**src/rtl/mii_rx_deframer.sv**
```systemverilog
// MII receive deframer: turns a 64-bit/8-lane data/ctrl lane stream into a payload beat stream
// with sof/eof/keep/err, and keeps saturating good-frame and error counters.
module mii_rx_deframer #(
    parameter int DATA_WIDTH = 64,
    parameter int CTRL_WIDTH = 8,
    parameter int MIN_BYTES  = 64,
    parameter int MAX_BYTES  = 1518,
    parameter int CNT_WIDTH  = 16
) (
    input  logic                  clk,
    input  logic                  i_rst_n,
    input  logic [DATA_WIDTH-1:0] i_rx_data,
    input  logic [CTRL_WIDTH-1:0] i_rx_ctrl,
    output logic [DATA_WIDTH-1:0] o_data,
    output logic [CTRL_WIDTH-1:0] o_keep,
    output logic                  o_valid,
    output logic                  o_sof,
    output logic                  o_eof,
    output logic                  o_err,
    output logic [CNT_WIDTH-1:0]  o_frame_cnt,
    output logic [CNT_WIDTH-1:0]  o_err_cnt
);
    localparam int BC_W = $clog2(MAX_BYTES + 2 * CTRL_WIDTH + 1);
    localparam int K_W  = $clog2(CTRL_WIDTH);
    localparam logic [7:0] CH_START = 8'hFB;
    localparam logic [7:0] CH_TERM  = 8'hFD;
    localparam logic [7:0] CH_IDLE  = 8'h07;
    localparam logic [7:0] CH_PRE   = 8'h55;
    localparam logic [7:0] CH_SFD   = 8'hD5;

    typedef enum logic [1:0] {S_IDLE, S_PAYLOAD, S_DROP} state_t;

    state_t                state_q, state_d;
    logic [DATA_WIDTH-1:0] hold_q, hold_d;
    logic                  hold_v, hold_v_d;
    logic                  first_q, first_d;
    logic                  pend_q, pend_d;
    logic                  pend_err_q, pend_err_d;
    logic [CTRL_WIDTH-1:0] pend_keep_q, pend_keep_d;
    logic [BC_W-1:0]       bytecnt_q, bytecnt_d;

    logic [K_W-1:0]        term_lane;
    logic [7:0]            lowest_byte;
    logic [DATA_WIDTH-1:0] tail_data;
    logic [CTRL_WIDTH-1:0] tail_keep;
    logic                  is_data, is_term, has_term, all_idle, is_start, start_ok;
    logic                  short_frame, overflow;

    logic                  emit, e_sof, e_eof, e_err, good_inc;
    logic [DATA_WIDTH-1:0] e_data;
    logic [CTRL_WIDTH-1:0] e_keep;
    logic [1:0]            err_inc;

    function automatic logic [CNT_WIDTH-1:0] sat_add(input logic [CNT_WIDTH-1:0] c,
                                                     input logic [1:0] inc);
        logic [CNT_WIDTH:0] s;
        s = {1'b0, c} + (CNT_WIDTH + 1)'(inc);
        return s[CNT_WIDTH] ? '1 : s[CNT_WIDTH-1:0];
    endfunction

    // Lane decode: the lowest control lane decides whether this word terminates the frame.
    always_comb begin
        term_lane   = '0;
        lowest_byte = '0;
        tail_data   = '0;
        tail_keep   = '0;
        has_term    = 1'b0;
        all_idle    = 1'b1;
        start_ok    = (i_rx_ctrl == CTRL_WIDTH'(1));
        for (int i = CTRL_WIDTH - 1; i >= 0; i--) begin
            if (i_rx_ctrl[i]) begin
                term_lane   = K_W'(i);
                lowest_byte = i_rx_data[8*i +: 8];
            end
        end
        for (int i = 0; i < CTRL_WIDTH; i++) begin
            if (i_rx_ctrl[i] && i_rx_data[8*i +: 8] == CH_TERM) has_term = 1'b1;
            if (!i_rx_ctrl[i] || i_rx_data[8*i +: 8] != CH_IDLE) all_idle = 1'b0;
            if (i_rx_data[8*i +: 8] != ((i == 0) ? CH_START : (i == CTRL_WIDTH - 1) ? CH_SFD : CH_PRE))
                start_ok = 1'b0;
            if (K_W'(i) < term_lane) begin
                tail_data[8*i +: 8] = i_rx_data[8*i +: 8];
                tail_keep[i]        = 1'b1;
            end
        end
        is_data  = (i_rx_ctrl == '0);
        is_term  = (|i_rx_ctrl) && (lowest_byte == CH_TERM);
        is_start = i_rx_ctrl[0] && (i_rx_data[7:0] == CH_START);
    end

    // NOTE: every signal driven here gets a default first, so no latch can be inferred.
    always_comb begin
        state_d     = state_q;
        hold_d      = hold_q;
        hold_v_d    = hold_v;
        first_d     = first_q;
        pend_d      = 1'b0;
        pend_keep_d = pend_keep_q;
        pend_err_d  = pend_err_q;
        bytecnt_d   = bytecnt_q;
        emit        = 1'b0;
        e_data      = hold_q;
        e_keep      = '1;
        e_sof       = 1'b0;
        e_eof       = 1'b0;
        e_err       = 1'b0;
        good_inc    = 1'b0;
        err_inc     = '0;
        short_frame = (int'(bytecnt_q) + int'(term_lane)) < MIN_BYTES;
        overflow    = (int'(bytecnt_q) + CTRL_WIDTH) > MAX_BYTES;

        // A partial tail beat loaded last cycle always owns this output slot.
        if (pend_q) begin
            emit     = 1'b1;
            e_sof    = first_q;
            e_eof    = 1'b1;
            e_err    = pend_err_q;
            e_keep   = pend_keep_q;
            hold_v_d = 1'b0;
            if (pend_err_q) err_inc = 2'd1;
            else            good_inc = 1'b1;
        end

        unique case (state_q)
            S_IDLE: begin
                if (is_start) begin
                    if (start_ok) begin
                        state_d   = S_PAYLOAD;
                        bytecnt_d = '0;
                        hold_v_d  = 1'b0;
                        first_d   = 1'b1;
                    end else begin
                        state_d = S_DROP;
                        err_inc = err_inc + 2'd1;
                    end
                end
            end
            S_PAYLOAD: begin
                if (is_data && !overflow) begin
                    emit      = hold_v;
                    e_sof     = first_q;
                    first_d   = first_q && !hold_v;
                    hold_d    = i_rx_data;
                    hold_v_d  = 1'b1;
                    bytecnt_d = bytecnt_q + BC_W'(CTRL_WIDTH);
                end else if (is_term) begin
                    emit     = hold_v;
                    e_sof    = first_q;
                    hold_v_d = 1'b0;
                    state_d  = S_IDLE;
                    if (term_lane == '0) begin
                        e_eof = 1'b1;
                        e_err = short_frame;
                        if (!hold_v || short_frame) err_inc = 2'd1;
                        else                        good_inc = 1'b1;
                    end else begin
                        first_d     = first_q && !hold_v;
                        hold_d      = tail_data;
                        hold_v_d    = 1'b1;
                        pend_d      = 1'b1;
                        pend_keep_d = tail_keep;
                        pend_err_d  = short_frame;
                    end
                end else begin
                    // Overflow, error char, stray control or a new start: close as errored.
                    emit     = hold_v;
                    e_sof    = first_q;
                    e_eof    = 1'b1;
                    e_err    = 1'b1;
                    err_inc  = 2'd1;
                    hold_v_d = 1'b0;
                    if (is_data) begin
                        state_d = S_DROP;
                    end else if (is_start) begin
                        if (start_ok) begin
                            state_d   = S_PAYLOAD;
                            bytecnt_d = '0;
                            first_d   = 1'b1;
                        end else begin
                            state_d = S_DROP;
                            err_inc = 2'd2;
                        end
                    end else begin
                        state_d = has_term ? S_IDLE : S_DROP;
                    end
                end
            end
            S_DROP: begin
                if (has_term || all_idle) state_d = S_IDLE;
            end
            default: state_d = S_IDLE;
        endcase
    end

    // NOTE: sequential state uses non-blocking assignments so every register samples pre-edge values.
    always_ff @(posedge clk or negedge i_rst_n) begin
        if (!i_rst_n) begin
            state_q     <= S_IDLE;
            hold_q      <= '0;
            hold_v      <= 1'b0;
            first_q     <= 1'b0;
            pend_q      <= 1'b0;
            pend_err_q  <= 1'b0;
            pend_keep_q <= '0;
            bytecnt_q   <= '0;
            o_data      <= '0;
            o_keep      <= '0;
            o_valid     <= 1'b0;
            o_sof       <= 1'b0;
            o_eof       <= 1'b0;
            o_err       <= 1'b0;
            o_frame_cnt <= '0;
            o_err_cnt   <= '0;
        end else begin
            state_q     <= state_d;
            hold_q      <= hold_d;
            hold_v      <= hold_v_d;
            first_q     <= first_d;
            pend_q      <= pend_d;
            pend_err_q  <= pend_err_d;
            pend_keep_q <= pend_keep_d;
            bytecnt_q   <= bytecnt_d;
            o_valid     <= emit;
            o_data      <= emit ? e_data : '0;
            o_keep      <= emit ? e_keep : '0;
            o_sof       <= emit && e_sof;
            o_eof       <= emit && e_eof;
            o_err       <= emit && e_eof && e_err;
            o_frame_cnt <= sat_add(o_frame_cnt, {1'b0, good_inc});
            o_err_cnt   <= sat_add(o_err_cnt, err_inc);
        end
    end
endmodule
```
**config.mk**
```make
export PLATFORM = sky130hd
export DESIGN_NAME = mii_rx_deframer
export DESIGN_NICKNAME = d
export VERILOG_FILES = /design/src/rtl/mii_rx_deframer.sv
export SDC_FILE = /design/constraint.sdc
export NUM_CORES = 1
export LEC_CHECK = 0
export ABC_AREA = 0
export CORE_MARGIN = 8
export CORE_UTILIZATION = 40
export CTS_BUF_LIST = sky130_fd_sc_hd__clkbuf_8
export DETAILED_ROUTE_END_ITERATION = 8
export SLEW_MARGIN = 20
export SYNTH_ARGS = -nofsm -noshare
export SYNTH_HDL_FRONTEND = slang
export SYNTH_SLANG_ARGS = --single-unit
```
**constraint.sdc**
```tcl
create_clock -name clk -period 4.59 [get_ports clk]
set_input_delay 0.459 -clock clk [delete_from_list [all_inputs] [get_ports clk]]
set_output_delay 0.459 -clock clk [all_outputs]
set_load 0.01 [all_outputs]
```
; ---- Word level (Yosys, flattened, before mapping)
; Index checks and enable logic that the tools add are counted.
[word_totals]
ram_bits = 0
reg_bits = 197
output_inout_bits = 108
memories = 0
romBits = 0
wordCells = 243
latchBits = 0
input_bits = 74
[classes]
n_addsub = 6
shifts = 0
magnitude_cmp = 10
n_reduce_logical = 46
eq_ne = 37
mux = 126
n_mul = 0
bitwise_logic = 2
div = 0
[op_table]
columns = operator, count
row1 = $mux W64, 4
row2 = $mux W8, 18
row3 = $eq A8 B8 Y1 const B, 10
row4 = $mux W1, 68
row5 = $ne A8 B3 Y1 const B, 8
row6 = $mux W11, 5
row7 = $ne A8 B7 Y1 const B, 6
row8 = $mux W16, 2
row9 = $mux W2, 16
row10 = $mux W3, 8
row11 = $pmux W11 S2, 1
row12 = $add A16 B1 Y17, 1
row13 = $add A16 B2 Y17, 1
row14 = $ne A8 B8 Y1 const B, 2
row15 = $logic_and A1 B1 Y1, 15
row16 = $add A11 B3 Y12, 1
row17 = $add A11 B4 Y12 const B, 1
row18 = $gt A12 B11 Y1 const B, 1
row19 = $lt A12 B7 Y1 const B, 1
row20 = $lt A3 B3 Y1 const A, 4
row21 = $reduce_and A3 Y1, 4
row22 = $add A11 B4 Y11 const B, 1
row23 = $logic_not A1 Y1, 10
row24 = $logic_or A1 B1 Y1, 10
row25 = other kinds (19), 29

; ---- Depth between registers and ports, before layout
; Gate-level depths: netlist of the first run.
[depth]
ltp_word = 18
depth_mapped = 23
ltp_nobuf = 21

; ---- Worst setup path after synthesis of the first run
; No wires, ideal clock.
[synth_path]
kind = input to register
startpoint = input i_rx_ctrl[6]
endpoint = register o_err_cnt[1]
slack_ns = -0.268
t_arrival_ns = 4.790
n_path_buf = 2
required_ns = 4.522
path_stages = 23
path_cell_list = buf_2 or4_1 nand2_1 inv_1 ha_1 a21oi_1 nand2b_1 o21ai_0 nand4b_1 a221oi_1 o21ai_0 a21oi_1 ha_1 inv_1 fa_1 and3b_1 nand3_1 nor2_1 and3_1 nand3_1 or2_2 clkbuf_1 nand2_1
[synth_via]
elab_chain_cells = 17
elab_cells_between_ends = 44
[synth_rtl]
columns = element, line
row1 = "start, declared", 13  ; input logic [CTRL_WIDTH-1:0] i_rx_ctrl,
row2 = $mux W3 / $eq A8 B1 Y1 (equally long branches), "71, 69"
row3 = $mux W3 / $mux W1 (equally long branches) (6 in a row), "71, 79"
row4 = $add A11 B3 Y12 / $mux W1 (equally long branches), "109, 79"
row5 = $lt A12 B7 Y1 / $mux W1 (equally long branches), "109, 79"
row6 = $logic_or A1 B1 Y1 / $mux W2 (equally long branches), "154, 175"
row7 = $mux W2 (on tied branches), "154, 174"
row8 = $mux W2 (on tied branches), "151, 172"
row9 = $mux W2, 146  ; end else if (is_term) begin
row10 = $mux W2, 139  ; if (is_data && !overflow) begin
row11 = $pmux W2 S2 (*), 124  ; unique case (state_q)
row12 = $add A16 B2 Y17 (*), 57  ; s = {1'b0, c} + (CNT_WIDTH + 1)'(inc);
row13 = $mux W16 (*), 58  ; return s[CNT_WIDTH] ? '1 : s[CNT_WIDTH-1:0];
row14 = "end signal, assigned", 230  ; o_err_cnt <= sat_add(o_err_cnt, err_inc);
row15 = "end, declared", 21  ; output logic [CNT_WIDTH-1:0] o_err_cnt
; Mark *: on every way between the ends. The rest lies on a longest branch, timed or not.
; A chain may end at the register's enable or synchronous reset.

; ---- Final worst setup path of the first run
[layout_path]
startpoint = input i_rx_data[62]
endpoint = register o_err_cnt[5]
[layout_via]
elab_chain_cells = 15
elab_cells_between_ends = 22
[layout_rtl]
columns = element, line
row1 = "start, declared", 12  ; input logic [DATA_WIDTH-1:0] i_rx_data,
row2 = $mux W8 (8 in a row), 71  ; if (i_rx_ctrl[i]) begin
row3 = $eq A8 B8 Y1, 87  ; is_term = (|i_rx_ctrl) && (lowest_byte == CH_TERM);
row4 = $logic_and A1 B1 Y1, 87
row5 = $mux W2, 146
row6 = $mux W2, 139
row7 = $pmux W2 S2 (*), 124
row8 = $add A16 B2 Y17 (*), 57
row9 = $mux W16 (*), 58
; Marked as above.

==> flow_summary.toml, run 1 <==
[run_status]
outcome = "finished, final reports clean"

[detailed_routing]
firstDrtPassIters = 5
wl_per_cell_microns = 19.2
routed_wl_microns = 27500
drc = 0
dr_total_vias = 7360
route.detailed.vias_per_inst = 5.12
detailedRoute.firstIterationViolations = 610
drt.antenna.violating_nets = 0

[synthesis]
most_used_flip_flop_cell_after_synthesis = "sky130_fd_sc_hd__dfrtp_1"
mappedNetlistArea_sq_um = 8930
synth_warnings = 0
post_synth_inst_count = 863
synth.net_count = 946
count_of_flip_flops_with_a_built_in_enable_after_synthesis = 0
avgSynthCellArea_sq_um = 10.3
yosys.cell_types.count = 72
ys_seq_elements = 196
async_reset_ff_share_pct = 100
synth_seq_area_share_pct = 54.9

[layout]
drive_above_1_share_pct = 17.9
syn2layout_area_growth_pct = 38.5
mostFrequentLayoutCell = "sky130_fd_sc_hd__dfrtp_1"
mostFrequentLayoutCells = "sky130_fd_sc_hd__dfrtp_1, sky130_fd_sc_hd__clkdlybuf4s50_1, sky130_fd_sc_hd__buf_4, sky130_fd_sc_hd__nand2_1, sky130_fd_sc_hd__nor2_1"
num-nets-final = 1229
n_antenna_cell = 0
instances_no_fill = 1438

[pwr]
p_seq_share_pct = 55.2
power.total_mw = 3.14
clockPowerShare_pct = 35.9
switching_share_pct = 26.0
cellPowerDensity_nw_per_um2 = 254
power.static_leakage_nw = 5.93
internal_power_mw = 2.33
comb_power_share_pct = 8.9
power.net_switching_mw = 0.817
vdd_drop_max_mv = 0.193

[cts]
cts_tree = "yes"
clock_tree_buf_depth = 2
cts_clk_pin_slew_worst_paths_ns = 0.11
clock_tree.htree_level_count = 4
postCtsHoldBufs = 0
clockRootBuffer = "sky130_fd_sc_hd__clkbuf_8"
cts.sink_count = 196
clk-insertion-delay-late_ns = 0.46
cts-buffers-inserted = 17

[timing]
clock_skew_ns = 0.0172
relSlewSlack_pct = 41.3
fmax_ghz = 0.227
report.final.setup_viol = 0
fin_setup_tns_ns = 0
layout_setup_ws_ns = 0.186
timing_hold_violations_final = 0
timing_worst_slew_pin_value_ns = 0.880
min_period_over_period_pct = 95.9
max_transition_viols_final = 0
timing.final.crit_period_ns = 4.40

[placed_design]
gp_routability_congestion = 0.904
dpl.cell_count = 1404
place.port_buffers = 181
detailedPlace.worstSlack_ns = -0.718
detailed_place_hpwl_microns = 21000

[die]
die-height_microns = 165
num_io_pins = 182
fp.dieW_microns = 165
core-area_sq_um = 21900
floorplan.die_area_sq_um = 27400
placement_rows = 54
initial_utilization_pct = 40.8

[worst_setup_path]
path_class = "primary input to flop"
endpoint_kind = "flop"
worst-endpoint-arrival_ns = 4.78
cpMaxStageDelayCell = "sky130_fd_sc_hd__or4b_4"
cp-start-kind = "primary input"
cp_max_fo = 7
cpPeakStageDelay_ns = 0.57
cp_data_required_time_ns = 4.97
worstPathCellList = "dlygate4sd2_1, nand2_1, or4b_4, or4_4, nor3_4, inv_2, ha_1, nor3_1, o21bai_1, o311ai_2, a21oi_2, ha_2, inv_1, fa_2, and3b_2, nand3_1, nor2_2, and3_4, nand3_2, or2_4, o21ai_0"

[grt]
grt_overflow = 0
vias_in_the_first_global_route = 7522
global_route_wire_length_before_repair_microns = 42800
grt_antenna_before_repair = 1
maximum_number_of_pins_on_one_net_before_global_route_repair = 113
grt_use_total_pct = 20.4

[job]
drv_cap = 0

[min_path]
holdCritPathClass = "primary input to asynchronous set/reset pin"
[power by group through the flow]
stage | clock network [mW] | registers, mW | logic (mW)
after global placement | 0 | 1.77 | 0.278
final | 1.13 | 1.73 | 0.280
after floorplan | 0 | 1.77 | 0.0637
after CTS | 1.16 | 1.73 | 0.279
after detailed placement | 0 | 1.77 | 0.277
after global routing | 1.24 | 1.74 | 0.303
[cell usage after synthesis, drive strengths merged, types with 4 or more instances]
master | n | area (sq um)
a31oi | 7 | 43.8
nand2b | 9 | 56.3
ha | 8 | 100
xnor2 | 10 | 87.6
xor2 | 12 | 105
nand3 | 34 | 170
o21ai | 23 | 115
nand4 | 13 | 81.3
nor2 | 80 | 300
dfrtp | 196 | 4900
mux2i | 41 | 410
a22o | 8 | 70.1
and3 | 12 | 80.1
and2 | 29 | 184
nand4b | 7 | 61.3
a21o | 7 | 52.6
buf | 14 | 115
a211oi | 4 | 40.0
or2 | 4 | 25.0
or4 | 6 | 48.8
nor3 | 19 | 105
nor2b | 15 | 93.8
nand2 | 96 | 360
a21oi | 27 | 139
inv | 67 | 251
clkbuf | 20 | 75.1
a211o | 4 | 35.0
mux2 | 20 | 229
nor4 | 11 | 68.8
o21a | 7 | 52.6
[layout make-up]
cell class	instances	area, sq um
multi-input cells	567	3740
inverters	67	251
clock inverters	13	143
clock buffers	18	248
repair buffers	297	2730
fillers	1998	9530
well taps	280	350
flip-flops and latches	196	4900
[repair_timing]
action | 4_1_cts | 5_1_grt
resized for setup | 11 | 26
endpoints found under the setup margin | 16 | 30
pin swaps | 4 | 17
buffers inserted | 1 | 1
cloned | 1 | 0
[registers in the layout, summed over array words and instances (netlist names)]
name	cells
o_data	64
bytecnt_q	11
o_keep	8
state_q	2
pend_err_q	1
e_data	64
o_sof	1
pend_q	1
o_eof	1
o_frame_cnt	16
o_valid	1
first_q	1
o_err	1
pend_keep_q	7
hold_v	1
o_err_cnt	16
[kinds of logic after synthesis]
logic type,Yosys count,synth area share (%)
AOI/OAI and AO/OA,122,9.50
adders and majority gates,9,1.35
muxes,61,7.16
DFF,196,54.9
buffers and inverters,101,4.95
xor gates and xnor gates,22,2.16
and+or+nand+nor,352,19.9
[through the flow]
step / util (%) / hold slack (ns) / instance area [sq um]
2_1_floorplan: - / 0.163 / 8960
3_3_place_gp: 54.0 / 0.445 / 11800
3_5_place_dp: 54.0 / 0.448 / 11800
4_1_cts: 56.0 / 0.117 / 12300
5_1_grt: 56.5 / 0.150 / 12400
6_report: 56.5 / 0.110 / 12400
[worst paths after layout]
path	cells after the start	slack [ns]	startpoint	to
worst max-delay path	21	0.19	i_rx_data[62]	o_err_cnt[5]
worst min-delay path	1	0.11	i_rst_n	o_data[47]
worst max register to register	17	0.57	bytecnt_q[3]	o_err_cnt[15]
worst min register to register	2	0.46	pend_keep_q[0]	pend_keep_q[0]
max in group asynchronous	2	3.53	i_rst_n	o_valid
min in group clk	3	0.36	i_rx_data[63]	e_data[63]
[worst max-delay path, delay by kind of cell]
family                     cells  cell delay, ns
buffers and inverters          3            0.37
AOI/OAI and AO/OA              4            0.55
and+or+nand+nor               11            2.55
adders and majority gates      3            0.84
[metal layers]
metal  global-route usage (%)  vias up  share of wire (%)
met5                        0        -              0.047
met3                     4.73       18                6.6
li1                         -     3542                  -
met2                     31.1      200                 44
met1                     29.1     3598                 48
met4                     4.63        2                1.0
Power figures use the tool's default switching activity.
==> run 2: changes to the inputs <==
SLEW_MARGIN = unset   (was 20)
==> results of run 2 <==
No change in the layout: final DEF, timing and power equal those of run 1.
==> run 3: changes to the inputs <==
CORE_MARGIN = unset   (was 8)
SLEW_MARGIN = 20   (was unset)
==> run 3 against run 2 <==
Net effect:
- routed wire length down 4.3%
- setup slack better by 0.034 ns
- sequential share of layout area up 0.14 points
==> flow_summary.toml, run 3 (synthesis gave the netlist of run 1 again) <==
[run_status]
outcome = "finished, final reports clean"

[detailed_routing]
route.detailed.vias_per_inst = 5.17
detailedRoute.firstIterationViolations = 420
wl_per_cell_microns = 18.3
routed_wl_microns = 26400
drc = 0
firstDrtPassIters = 5
dr_total_vias = 7454
drt.antenna.violating_nets = 0

[placed_design]
gp_routability_congestion = 0.921
dpl.cell_count = 1405
post_dp_cell_area_sq_um = 11800
place.port_buffers = 181
detailed_place_hpwl_microns = 19600
detailedPlace.worstSlack_ns = -0.751

[die]
core-area_sq_um = 21800
fp.dieW_microns = 151
die-height_microns = 151
placement_rows = 54
floorplan.die_area_sq_um = 22900
num_io_pins = 182
initial_utilization_pct = 40.9

[cts]
clockRootBuffer = "sky130_fd_sc_hd__clkbuf_8"
clk-insertion-delay-late_ns = 0.48
cts-buffers-inserted = 17
cts.sink_count = 196
cts_clk_pin_slew_worst_paths_ns = 0.11
cts_tree = "yes"
postCtsHoldBufs = 0
clock_tree.htree_level_count = 4
clock_tree_buf_depth = 2

[grt]
grt_overflow = 0
grt_antenna_before_repair = 1
grt_use_total_pct = 24.1
vias_in_the_first_global_route = 7354
global_route_wire_length_before_repair_microns = 41200
maximum_number_of_pins_on_one_net_before_global_route_repair = 110

[timing]
min_period_over_period_pct = 95.2
fin_setup_tns_ns = 0
timing_hold_violations_final = 0
timing.final.crit_period_ns = 4.37
clock_skew_ns = 0.0196
rsz_0062_raised_after_global_routing = "false"
max_transition_viols_final = 0
fmax_ghz = 0.229
report.final.setup_viol = 0
hold_slack_ns = 0.000661
relSlewSlack_pct = 41.0
layout_setup_ws_ns = 0.220
timing_worst_slew_pin_value_ns = 0.879

[pwr]
power.static_leakage_nw = 5.90
power.total_mw = 3.17
vdd_drop_max_mv = 0.173
power.net_switching_mw = 0.824
comb_power_share_pct = 8.8
internal_power_mw = 2.34
switching_share_pct = 26.0
clockPowerShare_pct = 36.4
p_seq_share_pct = 54.8
cellPowerDensity_nw_per_um2 = 257

[worst_setup_path]
cp_max_fo = 7
cpMaxStageDelayCell = "sky130_fd_sc_hd__clkdlybuf4s50_1"
worst-endpoint-arrival_ns = 4.77
worstPathCellList = "clkdlybuf4s50_1, or4b_4, or4_4, nor3_4, inv_2, ha_1, nor3_1, o21bai_1, o311ai_1, a21oi_2, ha_2, inv_1, fa_2, and3b_2, nand3_1, nor2_2, and3_4, nand3_2, or2_4, o21ai_0"
timing.critical_path.from = "i_rx_data[60]"
r2r.worst_path.cells = 17
endpoint_kind = "flop"
cpPeakStageDelay_ns = 0.54
path_class = "primary input to flop"
cp-start-kind = "primary input"
cp_data_required_time_ns = 4.99
crit_reg_reg_startpoint = "bytecnt_q[3]"

[layout]
instances_no_fill = 1441
num-nets-final = 1231
mostFrequentLayoutCell = "sky130_fd_sc_hd__dfrtp_1"
n_antenna_cell = 0
syn2layout_area_growth_pct = 38.0
finish.utilization_pct = 56.5
mostFrequentLayoutCells = "sky130_fd_sc_hd__dfrtp_1, sky130_fd_sc_hd__clkdlybuf4s50_1, sky130_fd_sc_hd__buf_4, sky130_fd_sc_hd__nand2_1, sky130_fd_sc_hd__nor2_1"
fillCellCount = 1953
drive_above_1_share_pct = 17.7
final_cell_area_sq_um = 12300

[job]
drv_cap = 0

[min_path]
holdCritPathClass = "primary input to asynchronous set/reset pin"
run 3: cell count changes in the layout (fill, tap and decap cells not counted), sizes merged:
cell / before / now
inv: 72 / 74
clkinv: 5 / 3
dlygate4sd2: 2 / 6
clkdlybuf4s50: 171 / 172
clkbuf: 19 / 20
buf: 116 / 118
dlymetal6s2s: 7 / 2
run 3: cell type report:
cell class                      count  area, sq um  area share [%]
Sequential cell                   196         4900            39.8
Multi-Input combinational cell    567         3690            30.0
Clock inverter                     13          136            1.11
Clock buffer                       19          262            2.12
Inverter                           67          251            2.04
Tap cell                          280          350            2.84
Timing Repair Buffer              299         2720            22.1
run 3: layer usage:
| metal | vias to the layer above | GRT usage, % | part of all wire, % |
|---|---|---|---|
| met1 | 3677 | 34.9 | 48 |
| met2 | 220 | 36.6 | 45 |
| li1 | 3532 | - | - |
| met3 | 23 | 4.82 | 5.4 |
| met5 | - | 0 | 0.053 |
| met4 | 2 | 6.40 | 1.3 |
run 3: what timing repair did:
item / 4_1_cts / 5_1_grt
resized for setup: 13 / 13
endpoints found under the setup margin: 15 / 30
cloned: 1 / 0
pin swaps: 6 / 12
buffers inserted: 2 / 1
run 3: worst paths after layout:
kind	endpoint	slack [ns]
hold reg to reg	o_data[6]	0.47
setup reg to reg	o_err_cnt[15]	0.64
hold / removal	o_data[45]	0.0007
min in group clk	e_data[27]	0.37
max in group asynchronous	o_err_cnt[2]	3.56
setup / recovery	o_err_cnt[5]	0.22
run 3: power groups by stage:
stage,Sequential (mW),Combinational [mW],Clock (mW)
after floorplan,1.77,0.0637,0
after global placement,1.77,0.278,0
after detailed placement,1.77,0.279,0
after CTS,1.73,0.279,1.18
after global routing,1.74,0.302,1.26
final,1.73,0.280,1.15
run 3: worst max-delay path: cells and delay by family:
kind	cells	cell delay [ns]
buffers and inverters	3	0.65
AO/OA/AOI/OAI	4	0.51
adder cells (fa/ha/maj)	3	0.82
AND/OR/NAND/NOR	10	2.32
